===== config.mk =====
export PLATFORM = sky130hd
export DESIGN_NAME = bcd2bin_seq
export DESIGN_NICKNAME = d
export VERILOG_FILES = /design/src/rtl/bcd2bin_pkg.sv /design/src/rtl/bcd2bin_seq_digit_adj.sv /design/src/rtl/bcd2bin_seq.sv
export SDC_FILE = /design/constraint.sdc
export NUM_CORES = 1
export LEC_CHECK = 0
export BUFFER_PORTS_ARGS = -buffer_cell sky130_fd_sc_hd__buf_2
export CAP_MARGIN = 40
export CORE_UTILIZATION = 54
export DETAILED_ROUTE_END_ITERATION = 8
export HOLD_SLACK_MARGIN = 0.1
export PLACE_DENSITY = 0.82
export RECOVER_POWER = 50
export SLEW_MARGIN = 30
export SYNTH_ARGS = -nofsm -noshare
export SYNTH_HDL_FRONTEND = slang
export SYNTH_SLANG_ARGS = --single-unit

===== constraint.sdc =====
create_clock -name clk -period 1.7 [get_ports clk]
set_clock_uncertainty 0.15 [all_clocks]
set_input_delay 0.255 -clock clk [delete_from_list [all_inputs] [get_ports clk]]
set_output_delay 0.255 -clock clk [all_outputs]
set_load 0.1 [all_outputs]

===== src/rtl/bcd2bin_pkg.sv =====
// Shared types and constants for the sequential BCD-to-binary converter.
// Optional feature macro used by the converter: BCD_CHECK_EN.
package bcd2bin_pkg;

  typedef enum logic [1:0] {
    IDLE  = 2'd0,
    SHIFT = 2'd1,
    DONE  = 2'd2
  } state_e;

  localparam logic [3:0] BCD_MAX        = 4'd9;
  localparam logic [3:0] BCD_ADJ_THRESH = 4'd8;
  localparam logic [3:0] BCD_ADJ        = 4'd3;

  // Smallest binary width that holds every value of n_digits decimal digits.
  function automatic int min_bin_w(input int n_digits);
    longint unsigned range_v;
    range_v = 1;
    for (int i = 0; i < n_digits; i++) begin
      range_v = range_v * 10;
    end
    return $clog2(range_v);
  endfunction

endpackage


===== src/rtl/bcd2bin_seq_digit_adj.sv =====
// One BCD digit correction step of reverse double-dabble: d >= 8 ? d - 3 : d.
// Purely combinational.
module bcd_digit_adj
  import bcd2bin_pkg::*;
(
  input  logic [3:0] d_in,
  output logic [3:0] d_out
);

  always_comb begin
    d_out = (d_in >= BCD_ADJ_THRESH) ? (d_in - BCD_ADJ) : d_in;
  end

endmodule


===== src/rtl/bcd2bin_seq.sv =====
// Sequential BCD-to-binary converter (reverse double-dabble, one shift per cycle), valid/ready in and out.
// Macro BCD_CHECK_EN: reject inputs with a digit > 9 (bin_out=0, err=1, one-cycle latency).
module bcd2bin_seq
  import bcd2bin_pkg::*;
#(
  parameter int N_DIGITS = 2,
  parameter int BIN_W    = 7
) (
  input  logic                  clk,
  input  logic                  reset,
  input  logic                  in_valid,
  output logic                  in_ready,
  input  logic [4*N_DIGITS-1:0] bcd_in,
  output logic                  out_valid,
  input  logic                  out_ready,
  output logic [BIN_W-1:0]      bin_out,
  output logic                  err
);

  localparam int DIG_W = 4 * N_DIGITS;
  localparam int CNT_W = $clog2(BIN_W + 1);

  if (BIN_W < min_bin_w(N_DIGITS)) begin : g_bin_w_too_small
    $error("bcd2bin_seq: BIN_W too small for N_DIGITS");
  end

  state_e             state_q, state_d;
  logic [CNT_W-1:0]   cnt_q, cnt_d;
  logic [DIG_W-1:0]   dig_q, dig_d;
  logic [BIN_W-1:0]   bin_q, bin_d;
  logic [BIN_W-1:0]   res_q, res_d;
  logic               in_ready_q, in_ready_d;
  logic               out_valid_q, out_valid_d;

  logic [DIG_W-1:0]   dig_shift, dig_adj;
  logic [BIN_W-1:0]   bin_shift;

  // The {digits, bin} pair moves right as one register; digit-0 LSB feeds the bin MSB.
  assign dig_shift = {1'b0, dig_q[DIG_W-1:1]};
  assign bin_shift = {dig_q[0], bin_q[BIN_W-1:1]};

  for (genvar g = 0; g < N_DIGITS; g++) begin : g_adj
    bcd_digit_adj u_adj (
      .d_in  (dig_shift[4*g +: 4]),
      .d_out (dig_adj[4*g +: 4])
    );
  end

`ifdef BCD_CHECK_EN
  logic bcd_in_bad;
  logic bad_q, bad_d;
  logic err_q, err_d;

  always_comb begin
    bcd_in_bad = 1'b0;
    for (int i = 0; i < N_DIGITS; i++) begin
      if (bcd_in[4*i +: 4] > BCD_MAX) bcd_in_bad = 1'b1;
    end
  end
`endif

  always_comb begin
    state_d = state_q;
    cnt_d   = cnt_q;
    dig_d   = dig_q;
    bin_d   = bin_q;
    res_d   = res_q;
`ifdef BCD_CHECK_EN
    bad_d   = bad_q;
    err_d   = err_q;
`endif
    unique case (state_q)
      IDLE: begin
        if (in_valid) begin
          dig_d   = bcd_in;
          bin_d   = '0;
          cnt_d   = CNT_W'(BIN_W);
          state_d = SHIFT;
`ifdef BCD_CHECK_EN
          bad_d   = bcd_in_bad;
          err_d   = 1'b0;
          // A zero count lets a bad operand fall through to DONE on the next edge with bin still 0.
          if (bcd_in_bad) cnt_d = '0;
`endif
        end
      end
      SHIFT: begin
        if (cnt_q != '0) begin
          dig_d = dig_adj;
          bin_d = bin_shift;
          cnt_d = cnt_q - CNT_W'(1);
        end else begin
          res_d   = bin_q;
          state_d = DONE;
`ifdef BCD_CHECK_EN
          err_d   = bad_q;
`endif
        end
      end
      DONE: begin
        if (out_ready) state_d = IDLE;
      end
      default: state_d = IDLE;
    endcase
    in_ready_d  = (state_d == IDLE);
    out_valid_d = (state_d == DONE);
  end

  always_ff @(posedge clk or posedge reset) begin
    if (reset) begin
      state_q     <= IDLE;
      cnt_q       <= '0;
      dig_q       <= '0;
      bin_q       <= '0;
      res_q       <= '0;
      in_ready_q  <= 1'b1;
      out_valid_q <= 1'b0;
`ifdef BCD_CHECK_EN
      bad_q       <= 1'b0;
      err_q       <= 1'b0;
`endif
    end else begin
      state_q     <= state_d;
      cnt_q       <= cnt_d;
      dig_q       <= dig_d;
      bin_q       <= bin_d;
      res_q       <= res_d;
      in_ready_q  <= in_ready_d;
      out_valid_q <= out_valid_d;
`ifdef BCD_CHECK_EN
      bad_q       <= bad_d;
      err_q       <= err_d;
`endif
    end
  end

  assign in_ready  = in_ready_q;
  assign out_valid = out_valid_q;
  assign bin_out   = res_q;
`ifdef BCD_CHECK_EN
  assign err       = err_q;
`else
  assign err       = 1'b0;
`endif

endmodule


==> key figures <==
Drt
  • DRC errors left: 0
  • DR vias: 1,098
  • WL final: 2990 um
  • Vias per std cell: 5.38
  • Post-DRT Antenna Nets: 0
  • Drt pass-1 iters: 4
  • 1st-iter DRT viols: 21
  • Drt wl/cell: 14.7 um

Finish
  • Most frequent cells in the layout: 28 x nand2_1, 28 x dfrtp_1, 19 x buf_2
  • Design area: 1740 um2
  • Fin cells: 204
  • Fin nets: 191
  • Layout cell share with drive strength beyond 1: 30.7%
  • Layout area overhead: 32.2%
  • Final Core Density: 77.1%
  • Ant diodes: 0

Timing
  • Highest clock rate: 0.581 GHz
  • Slew Limit Headroom: 52.3%
  • RSZ-0062 raised after global routing: yes
  • # setup viols final: 1
  • Final worst slack: -0.0202 ns
  • Worst Tran Pin Value: 0.716 ns
  • Crit share post-route: 101%
  • Setup TNS Final: -0.0202 ns
  • Max-slew violations: 0
  • Crit path time final: 1.72 ns
  • Final hold vios: 0

Floorplan
  • Die Wd: 51.3 um
  • Rows: 17
  • Starting Density: 58.3%
  • Die Height: 51.3 um
  • Io pins: 22
  • DIE AREA: 2640 um2
  • Core footprint: 2250 um2

Power
  • Leakage: 0.000921 uW
  • PwrDens: 2180 nW/um2
  • Worst VDD drop: 1560 uV
  • PnR Total Power: 3790 uW

Critical path
  • Crit-path max cell delay: 0.37 ns
  • CP max-delay cell: dfrtp_1
  • Top delay family on crit path: flip-flops
  • Worst setup path class: flip-flop to flip-flop
  • Startpoint types: flip-flop
  • Crit path DAT: 1.85 ns
  • CP max FO: 8
  • Worst reg2reg path depth: 8
  • CP endpoint kind: flip-flop
  • Crit path buffers/inverters: 3
  • CP cell instances: inv_2 -> ha_4 -> nor2b_1 -> a211o_1 -> inv_4 -> buf_4 -> nand3_1 -> nand2_1
  • Worst r2r dst: bin_q[6]
  • Req. time, crit path: 1.83 ns
  • Flop2flop setup slack: -0.02 ns
  • Worst r2r src: cnt_q[1]

Job
  • Max cap viols: 0

Logic synthesis
  • Cell taking the most area after synthesis: dfrtp_1
  • Yosys top cell area share: 53.3%
  • Syn Std Cell Area: 1320 um2
  • Sequential cell area fraction in the yosys report: 55.3%
  • Post-Syn Area per Cell: 10.1 um2
  • Post-synthesis cell type count: 28
  • Synth top area cells: dfrtp_1 53%, nand2_1 8.0%, ha_1 3.8%
  • Gate Count Post-Synth: 130
  • #FFs+latches synth: 29
  • Syn Nets: 146
  • Yosys warns: 0

CTS
  • CTS tree: built
  • Clk Latency, worst-skew pair: 0.34 ns
  • Clock buffer depth: 2
  • Clk root buf: clkbuf_4
  • # clock sinks: 29
  • Num CTS Buffers: 5
  • Reg clk slew, reported paths: 0.10 ns
  • H-tree levels: 2

Min path
  • WHS Endpoint: bin_q[0]
  • Hold path cells: 2
  • Startpoint of the worst hold path: bin_q[0]
  • Hold Path Class: flip-flop to flip-flop

GRT
  • Initial antenna violation count: 0
  • GR Util All Layers: 25.3%
  • Largest net degree at the start of global routing: 30
  • Global route overflow: 0
  • First-pass GRT wire length: 4550 um
  • Vias in the first global route: 1,044

Place
  • Placer Congestion: 0.808
  • Post-DP HPWL: 1750 um
  • Post-Place Cells: 178
  • Input/output buffers: 20
  • Placed cell areas: 1470 um2

Outcome
  • Run status: complete, but fails checks
  • Failing checks: setup timing
[power breakdown]
group	total (uW)	switching, uW	internal (uW)
clock network	402	245	157
registers	1210	208	998
logic	2190	1400	784
[routing by layer]
metal	up-vias	wire (um)	global-route usage, %
li1	519	-	-
met1	532	1260	29.8
met2	37	1500	41.0
met3	10	155	9.23
met4	0	74	11.7
met5	-	0	0
[timing repair]
| action | 4_1_cts | 5_1_grt |
|---|---|---|
| pin swaps | 1 | 2 |
| hold buffers | 12 | 0 |
| setup buffers | 2 | 3 |
| setup endpoints to repair | 11 | 16 |
| resized for setup | 0 | 11 |
| endpoints found under the hold margin | 38 | 0 |
| cloned | 0 | 1 |
[registers in the layout (all words and copies together), names as in the netlist]
signal	flops
in_ready	1
bin_out	7
cnt_q	3
bin_q	7
out_valid	1
state_q	2
dig_q	8
[worst max-delay path by stage]
stage	from	endpoint	slack [ns]	cells after the start
floorplan	cnt_q[0]	dig_q[4]	0.11	8
global placement	cnt_q[0]	bin_q[2]	0.04	8
detailed placement	cnt_q[0]	dig_q[3]	-0.05	8
CTS	cnt_q[0]	dig_q[3]	0.005	8
global route	cnt_q[1]	dig_q[3]	-0.1	8
finish	cnt_q[1]	bin_q[6]	-0.02	8
[synth_stat cells]
master / instances
dfrtp_1: 28
nand2_1: 28
nor2_1: 11
nand3_1: 9
inv_1: 5
o21ai_0: 5
a31oi_1: 4
buf_2: 4
ha_1: 4
mux2_2: 4
a21oi_1: 3
mux2_1: 3
nand2b_1: 3
a21o_1: 2
buf_4: 2
o22ai_1: 2
xnor2_1: 2
a211o_1: 1
and2b_1: 1
buf_6: 1
conb_1: 1
dfstp_2: 1
inv_2: 1
mux2i_1: 1
nor2_8: 1
nor2b_1: 1
o21ai_1: 1
o221ai_1: 1
[cells by family (layout without fill, tap and decap cells)]
family	Yosys count	in the layout	share of synthesized area, %
XOR/XNOR	2	2	1.33
other	1	1	0.285
AND/OR/NAND/NOR	54	54	18.6
flip-flops	29	29	55.3
adder cells (fa/ha/maj)	4	4	3.81
buffers and inverters	13	59	5.23
multiplexers	8	8	6.76
AO/OA/AOI/OAI	19	19	8.75
[tightest hold or removal path, stage by stage, from the launching register on]
cell	delay [ns]
dfrtp_1	0.35
nand2_1	0.05
nand2_1	0.05
[area by class of cell]
cell class	count	area, um2
fillers	144	517
repair buffers	45	348
well taps	28	35.0
inverters	6	25.0
clock inverters	2	10.0
flip-flops and latches	29	727
clock buffers	6	41.3
multi-input cells	88	552
[per-stage QoR]
stage	hold slack [ns]	worst slack, ns
3_3_place_gp	0.180	0.0381
3_5_place_dp	0.189	-0.0485
5_1_grt	0.346	-0.0980
6_report	0.325	-0.0202
4_1_cts	0.331	0.00456
2_1_floorplan	0.182	0.108
Note: power is estimated with default switching activity, not from simulation.
